**src/rtl/mem_ctrl_pkg.sv**
```systemverilog
// Shared constants for the MEM-stage memory controller: ALU op codes, bus
// widths, FSM state encodings and access-size decode helpers.
package mem_ctrl_pkg;

  localparam int AOP_BUS_W  = 8;
  localparam int RAM_ADDR_W = 17;

  localparam logic [31:0]           ZeroWord    = 32'h0000_0000;
  localparam logic [RAM_ADDR_W-1:0] ZeroRamAddr = '0;

  localparam logic [AOP_BUS_W-1:0] EXE_LB_OP  = 8'b1110_0000;
  localparam logic [AOP_BUS_W-1:0] EXE_LH_OP  = 8'b1110_0001;
  localparam logic [AOP_BUS_W-1:0] EXE_LW_OP  = 8'b1110_0011;
  localparam logic [AOP_BUS_W-1:0] EXE_LBU_OP = 8'b1110_0100;
  localparam logic [AOP_BUS_W-1:0] EXE_LHU_OP = 8'b1110_0101;
  localparam logic [AOP_BUS_W-1:0] EXE_SB_OP  = 8'b1110_1000;
  localparam logic [AOP_BUS_W-1:0] EXE_SH_OP  = 8'b1110_1001;
  localparam logic [AOP_BUS_W-1:0] EXE_SW_OP  = 8'b1110_1011;

  typedef enum logic [1:0] {
    MEM_IDLE   = 2'd0,
    MEM_ACCESS = 2'd1,
    MEM_TAIL   = 2'd2,
    MEM_DONE   = 2'd3
  } mem_state_e;

  // Size codes are chosen to equal (byte count - 1) so they double as the last index.
  typedef enum logic [1:0] {
    MEM_SZ_B = 2'd0,
    MEM_SZ_H = 2'd1,
    MEM_SZ_W = 2'd3
  } mem_size_e;

  function automatic logic isLoad(input logic [AOP_BUS_W-1:0] op);
    return (op == EXE_LB_OP) || (op == EXE_LH_OP) || (op == EXE_LW_OP) ||
           (op == EXE_LBU_OP) || (op == EXE_LHU_OP);
  endfunction

  function automatic logic isStore(input logic [AOP_BUS_W-1:0] op);
    return (op == EXE_SB_OP) || (op == EXE_SH_OP) || (op == EXE_SW_OP);
  endfunction

  function automatic mem_size_e opSize(input logic [AOP_BUS_W-1:0] op);
    mem_size_e sz;
    case (op)
      EXE_LH_OP, EXE_LHU_OP, EXE_SH_OP: sz = MEM_SZ_H;
      EXE_LW_OP, EXE_SW_OP:             sz = MEM_SZ_W;
      default:                          sz = MEM_SZ_B;
    endcase
    return sz;
  endfunction

endpackage

```
**src/rtl/mem_ctrl_ld_ext.sv**
```systemverilog
// Load extender: turns a little-endian assembled 32-bit word and a load op
// into the sign- or zero-extended register result.
module mem_ctrl_ld_ext
  import mem_ctrl_pkg::*;
#(
  parameter int AOP_W = 8
) (
  input  logic [31:0]      i_word,
  input  logic [AOP_W-1:0] i_aluop,
  output logic [31:0]      o_data
);

  always_comb begin
    o_data = ZeroWord;
    case (i_aluop)
      EXE_LB_OP:  o_data = {{24{i_word[7]}}, i_word[7:0]};
      EXE_LBU_OP: o_data = {24'h0, i_word[7:0]};
      EXE_LH_OP:  o_data = {{16{i_word[15]}}, i_word[15:0]};
      EXE_LHU_OP: o_data = {16'h0, i_word[15:0]};
      EXE_LW_OP:  o_data = i_word;
      default:    o_data = ZeroWord;
    endcase
  end

endmodule

```
**src/rtl/mem_ctrl.sv**
```systemverilog
// MEM-stage memory controller: serialises loads/stores into byte accesses on
// an 8-bit RAM. Optional misalignment trap enabled by MEM_MISALIGN_CHK_EN.
module mem_ctrl
  import mem_ctrl_pkg::*;
#(
  parameter int ADDR_W = 17,
  parameter int AOP_W  = 8
) (
  input  logic              clk,
  input  logic              rst_n,
  input  logic              req_i,
  input  logic [AOP_W-1:0]  aluop_i,
  input  logic [ADDR_W-1:0] addr_i,
  input  logic [31:0]       wdata_i,
  output logic              stall_o,
  output logic              done_o,
  output logic [31:0]       rdata_o,
  output logic [ADDR_W-1:0] ram_a_o,
  output logic [7:0]        ram_dout_o,
  output logic              ram_wr_o,
  input  logic [7:0]        ram_din_i,
  output logic              err_o
);

  mem_state_e        r_state;
  logic [AOP_W-1:0]  r_op;
  logic [ADDR_W-1:0] r_addr;
  logic [31:0]       r_wdata;
  logic [1:0]        r_idx;
  logic [1:0]        r_last;
  logic              r_store;
  logic [31:0]       r_cap;

  logic              r_done;
  logic [31:0]       r_rdata;
  logic [ADDR_W-1:0] r_ram_a;
  logic [7:0]        r_ram_dout;
  logic              r_ram_wr;
  logic              r_err;

  logic              w_is_ld;
  logic              w_is_st;
  mem_size_e         w_size;
  logic              w_misalign;
  logic [1:0]        w_next;
  logic [1:0]        w_prev;
  logic [31:0]       w_asm;
  logic [31:0]       w_ext;

  assign w_is_ld = isLoad(aluop_i);
  assign w_is_st = isStore(aluop_i);
  assign w_size  = opSize(aluop_i);
  assign w_next  = r_idx + 2'd1;
  assign w_prev  = r_idx - 2'd1;

`ifdef MEM_MISALIGN_CHK_EN
  assign w_misalign = (w_is_ld || w_is_st) &&
                      (((w_size == MEM_SZ_H) && addr_i[0]) ||
                       ((w_size == MEM_SZ_W) && (addr_i[1:0] != 2'b00)));
`else
  assign w_misalign = 1'b0;
`endif

  // The final load byte is still on ram_din_i during TAIL, so merge it in combinationally.
  always_comb begin
    w_asm = r_cap;
    w_asm[8*r_last +: 8] = ram_din_i;
  end

  mem_ctrl_ld_ext #(.AOP_W(AOP_W)) u_ld_ext (
    .i_word  (w_asm),
    .i_aluop (r_op),
    .o_data  (w_ext)
  );

  assign stall_o = ((r_state == MEM_IDLE) && req_i) ||
                   (r_state == MEM_ACCESS) || (r_state == MEM_TAIL);

  // RAM address/data are registered one step ahead so they line up with the state that owns them.
  always_ff @(posedge clk or negedge rst_n) begin
    if (!rst_n) begin
      r_state    <= MEM_IDLE;
      r_op       <= '0;
      r_addr     <= '0;
      r_wdata    <= ZeroWord;
      r_idx      <= 2'd0;
      r_last     <= 2'd0;
      r_store    <= 1'b0;
      r_cap      <= ZeroWord;
      r_done     <= 1'b0;
      r_rdata    <= ZeroWord;
      r_ram_a    <= '0;
      r_ram_dout <= 8'h00;
      r_ram_wr   <= 1'b0;
      r_err      <= 1'b0;
    end else begin
      case (r_state)
        MEM_IDLE: begin
          r_done   <= 1'b0;
          r_err    <= 1'b0;
          r_ram_wr <= 1'b0;
          if (req_i) begin
            r_op    <= aluop_i;
            r_addr  <= addr_i;
            r_wdata <= wdata_i;
            r_idx   <= 2'd0;
            r_last  <= w_size;
            r_store <= w_is_st;
            if (w_misalign) begin
              r_state <= MEM_DONE;
              r_done  <= 1'b1;
              r_err   <= 1'b1;
            end else if (w_is_ld || w_is_st) begin
              r_state  <= MEM_ACCESS;
              r_ram_a  <= addr_i;
              r_ram_wr <= w_is_st;
              if (w_is_st) begin
                r_ram_dout <= wdata_i[7:0];
              end
            end else begin
              r_state <= MEM_DONE;
              r_done  <= 1'b1;
              r_rdata <= ZeroWord;
            end
          end
        end

        MEM_ACCESS: begin
          if (!r_store && (r_idx != 2'd0)) begin
            r_cap[8*w_prev +: 8] <= ram_din_i;
          end
          if (r_idx == r_last) begin
            r_ram_wr <= 1'b0;
            if (r_store) begin
              r_state <= MEM_DONE;
              r_done  <= 1'b1;
            end else begin
              r_state <= MEM_TAIL;
            end
          end else begin
            r_idx      <= w_next;
            r_ram_a    <= r_addr + ADDR_W'(w_next);
            r_ram_dout <= r_wdata[8*w_next +: 8];
          end
        end

        MEM_TAIL: begin
          r_ram_wr <= 1'b0;
          r_cap    <= w_asm;
          r_rdata  <= w_ext;
          r_done   <= 1'b1;
          r_state  <= MEM_DONE;
        end

        MEM_DONE: begin
          r_done   <= 1'b0;
          r_err    <= 1'b0;
          r_ram_wr <= 1'b0;
          r_state  <= MEM_IDLE;
        end

        default: begin
          r_state  <= MEM_IDLE;
          r_done   <= 1'b0;
          r_ram_wr <= 1'b0;
        end
      endcase
    end
  end

  assign done_o     = r_done;
  assign rdata_o    = r_rdata;
  assign ram_a_o    = r_ram_a;
  assign ram_dout_o = r_ram_dout;
  assign ram_wr_o   = r_ram_wr;
  assign err_o      = r_err;

endmodule

```
**config.mk**
```make
export PLATFORM = sky130hd
export DESIGN_NAME = mem_ctrl
export DESIGN_NICKNAME = d
export VERILOG_FILES = /design/src/rtl/mem_ctrl_pkg.sv /design/src/rtl/mem_ctrl_ld_ext.sv /design/src/rtl/mem_ctrl.sv
export SDC_FILE = /design/constraint.sdc
export NUM_CORES = 1
export LEC_CHECK = 0
export BUFFER_PORTS_ARGS = -buffer_cell sky130_fd_sc_hd__buf_4
export CAP_MARGIN = 20
export CORE_UTILIZATION = 61
export DETAILED_ROUTE_END_ITERATION = 10
export PLACE_DENSITY = 0.93
export SYNTH_ARGS = -nofsm -noshare
export SYNTH_HDL_FRONTEND = slang
export SYNTH_SLANG_ARGS = --single-unit
```
**constraint.sdc**
```tcl
create_clock -name clk -period 6.3 [get_ports clk]
set_input_delay 1.26 -clock clk [delete_from_list [all_inputs] [get_ports clk]]
set_output_delay 1.26 -clock clk [all_outputs]
set_load 0.1 [all_outputs]
```
==> results.py <==
metrics = {
    "placement": {
        "gp_congestion": 0.859,
        "io_buffers": 127,
        "dpl_worst_slack_ns": 2.72,
        "dp_hpwl_mm": 12.5,
        "place_inst": 1107,
    },
    "synthesis": {
        "synthArstFlopShare_pct": 100,
        "ys_seq_elements": 155,
        "synth_compound_area_share_pct": 16.5,
        "yosys_warnings": 0,
        "synth_edf_count": 0,
        "syn_inst": 857,
        "yosys.area_share.simple_pct": 19.6,
        "yosys.area_share.adder_pct": 2.48,
        "yosys.area_share.xor_xnor_pct": 1.56,
        "syn_nets": 940,
        "syn_area_per_cell_um2": 9.19,
        "ys_seq_area_share_pct": 49.2,
        "synth_top_family_by_area": "simple AND/OR/NAND/NOR gates",
        "synth_cell_types": 60,
        "synthMuxAreaShare_pct": 6.39,
        "synth_top_flop_cell": "dfrtp_1",
        "synth_area_um2": 7880,
    },
    "global_route": {
        "antenna_found_initial": 0,
        "grt_pass1_vias": 6583,
        "grt_usage_pct": 31.1,
        "grt_max_degree": 119,
        "grt_pass1_wl_mm": 31.8,
        "grt.overflow.total": 0,
    },
    "cells_and_area": {
        "n_fill_cell": 863,
        "layout-drive-gt1-share_pct": 20.3,
        "syn_to_final_growth_pct": 21.5,
        "stdcell_count": 1141,
        "antenna_cells": 0,
        "layout.nets": 1041,
        "post-route-util_pct": 75.8,
    },
    "clock_tree": {
        "ctsHoldBuffers": 0,
        "htree_num_levels": 4,
        "clk_latency_ns": 0.43,
        "cts_num_sinks": 155,
        "cts_tree": "yes",
        "post-cts-setup-buffers": 0,
        "cts_resized": 0,
        "numCtsBuffers": 17,
        "cts.reportedPaths.clkPinSlew_ns": 0.06,
        "cts_root_buf": "clkbuf_16",
        "cts_buffer_depth": 2,
    },
    "sta": {
        "hold_viol": 0,
        "min_period_ns": 3.73,
        "fin_crit_sh_pct": 59.2,
        "fin_ws_ns": 2.57,
        "fin_setup_tns_ns": 0,
        "slew_violations": 0,
        "maxSlewHeadroom_pct": 32.3,
        "fin_skew_ns": 0.00875,
        "rsz0062_at_grt": "false",
        "fmaxAchievable_mhz": 268,
        "worst_pin_slew_ns": 1.02,
        "setup_violations": 0,
    },
    "floorplanning": {
        "die_h_um": 116,
        "die_w_um": 116,
        "io_pins": 129,
        "start_util_pct": 62.4,
        "row_count": 41,
        "fp.coreArea_um2": 12600,
        "die_area_um2": 13400,
    },
    "detailed_routing": {
        "first_pass_iters": 7,
        "vias": 6886,
        "ant_nets": 0,
        "drc": 0,
        "wl_per_cell_um": 17.2,
        "vias_per_cell": 6.04,
        "drt_iter0_drc": 694,
        "drt-total-wl_mm": 19.7,
    },
    "min_path": {
        "hp-class": "reg -> reg",
        "holdPathStages": 2,
    },
    "worst_setup_path": {
        "crit_chain": "inv_2 > ha_1 > inv_1 > fa_1 > and4b_1 > nand4_1 > o41ai_1 > a21oi_1 > o31ai_1",
        "max_stage_delay_ns": 0.88,
        "reg2regPathDepth": 9,
        "critPathLaunchType": "register",
        "crit_slowest_cell": "dfrtp_1",
        "endpoint_kind": "register",
        "worst-path-max-fanout": 16,
        "arrival_ns": 4.06,
        "required_ns": 6.63,
        "r2r_slack_ns": 2.57,
        "setup.worst_path.class": "reg -> reg",
    },
    "run": {
        "max-cap-violations": 0,
    },
    "pwr": {
        "p_per_area_nw_per_um2": 526,
        "power_mw": 5.04,
        "p_leak_nw": 4.51,
        "ir_drop_mv": 0.442,
    },
    "status": {
        "status": "completed",
    },
}
==> cell usage after synthesis, types with 5 or more instances <==
cell | count | share of area, %
nand3_1 | 13 | 0.83
o21ai_0 | 20 | 1.3
ha_1 | 14 | 2.2
xor2_1 | 5 | 0.56
a21o_1 | 9 | 0.86
xnor2_1 | 9 | 1.0
a22o_1 | 23 | 2.6
o31ai_1 | 10 | 0.95
dfrtp_1 | 155 | 49
o21ai_1 | 37 | 2.4
nor2b_1 | 6 | 0.48
nand2_1 | 241 | 11
mux2i_1 | 12 | 1.5
a2bb2oi_1 | 5 | 0.56
clkbuf_1 | 38 | 1.8
a21oi_1 | 41 | 2.6
buf_2 | 6 | 0.38
mux4_2 | 8 | 2.3
nand3b_1 | 8 | 0.76
mux2_1 | 8 | 1.1
mux2_2 | 10 | 1.4
a22oi_1 | 24 | 2.3
clkbuf_2 | 8 | 0.51
nand2b_1 | 13 | 1.0
inv_1 | 23 | 1.1
a31oi_1 | 9 | 0.71
nor2_1 | 38 | 1.8
==> final timing paths <==
path / startpoint / endpoint
max in group asynchronous: rst_n / ram_a_o[15]$_DFFE_PN0P_
worst min register to register: r_wdata[27]$_DFFE_PN0P_ / r_wdata[27]$_DFFE_PN0P_
worst max-delay path: r_idx[0]$_DFFE_PN0P_ / ram_a_o[16]$_DFFE_PN0P_
worst max register to register: r_idx[0]$_DFFE_PN0P_ / ram_a_o[16]$_DFFE_PN0P_
worst min-delay path: r_wdata[27]$_DFFE_PN0P_ / r_wdata[27]$_DFFE_PN0P_
min in group asynchronous: rst_n / rdata_o[4]$_DFFE_PN0P_
==> where the power goes <==
part	internal (mW)	switching [mW]	total, mW	leakage [nW]
combinational	0.719	1.61	2.33	2.24
clock	0.707	0.379	1.09	0.300
sequential	1.36	0.261	1.62	1.97
==> cells by family (layout without fill, tap and decap cells) <==
kind of cell / count (synthesis) / after routing
and+or+nand+nor: 353 / 353
muxes: 38 / 38
AOI/OAI and AO/OA: 200 / 200
xor gates and xnor gates: 14 / 14
adders and majority gates: 15 / 15
DFF: 155 / 155
buffers and inverters: 81 / 193
other: 1 / 1
==> per-layer routing <==
layer  vias to the layer above  track usage [%]  routed length, µm
li1                       3153                -                  -
met1                      3337             39.2               7710
met2                       335             52.7               9920
met3                        61             6.01               1460
met4                         0             13.3                577
met5                         -                0                  0
==> worst max-delay path: cells and delay by family (launching register included) <==
kind / cells / cell delay (ns)
AOI/OAI and AO/OA: 3 / 0.66
and+or+nand+nor: 2 / 0.59
buffers and inverters: 2 / 0.31
adders and majority gates: 2 / 1.17
DFF: 1 / 0.88
==> flip-flops by register name, summed over array words and instances (netlist names), 8 cells and up <==
signal      count
r_addr         17
r_cap          32
r_op            8
r_wdata        32
ram_a_o        17
ram_dout_o      8
rdata_o        32
==> layout make-up <==
cell class                      instances  area, µm²  area share, %
Clock buffer                           22        454           4.75
Clock inverter                          8        168           1.75
Inverter                               26       97.6           1.02
Multi-Input combinational cell        621       3690           38.6
Sequential cell                       155       3880           40.5
Tap cell                              172        215           2.25
Timing Repair Buffer                  137       1060           11.1
==> cell usage in the layout, fill, tap and decap left out, types with 5 or more instances in the layout <==
cell type,n
ha_1,13
clkbuf_16,17
a2bb2oi_1,5
o21ai_0,20
nand2b_1,13
a31oi_1,9
mux2i_1,12
xnor2_1,9
a22o_1,23
xor2_1,5
bufinv_16,5
nand3_1,13
inv_1,23
buf_4,133
nor2b_1,6
dfrtp_1,155
o31ai_1,10
nor2_1,37
o21ai_1,36
a22oi_1,23
nand3b_1,8
mux2_1,8
a21oi_1,41
mux2_2,10
mux4_2,8
a21o_1,9
nand2_1,240
==> stage by stage <==
step / area [µm²] / hold WS [ns]
after detailed placement: 8880 / 0.458
after CTS: 9510 / 0.472
after floorplan: 7880 / 0.438
final: 9570 / 0.470
after global routing: 9570 / 0.492
after global placement: 8880 / 0.454
Note: power is estimated with default switching activity, not from simulation.
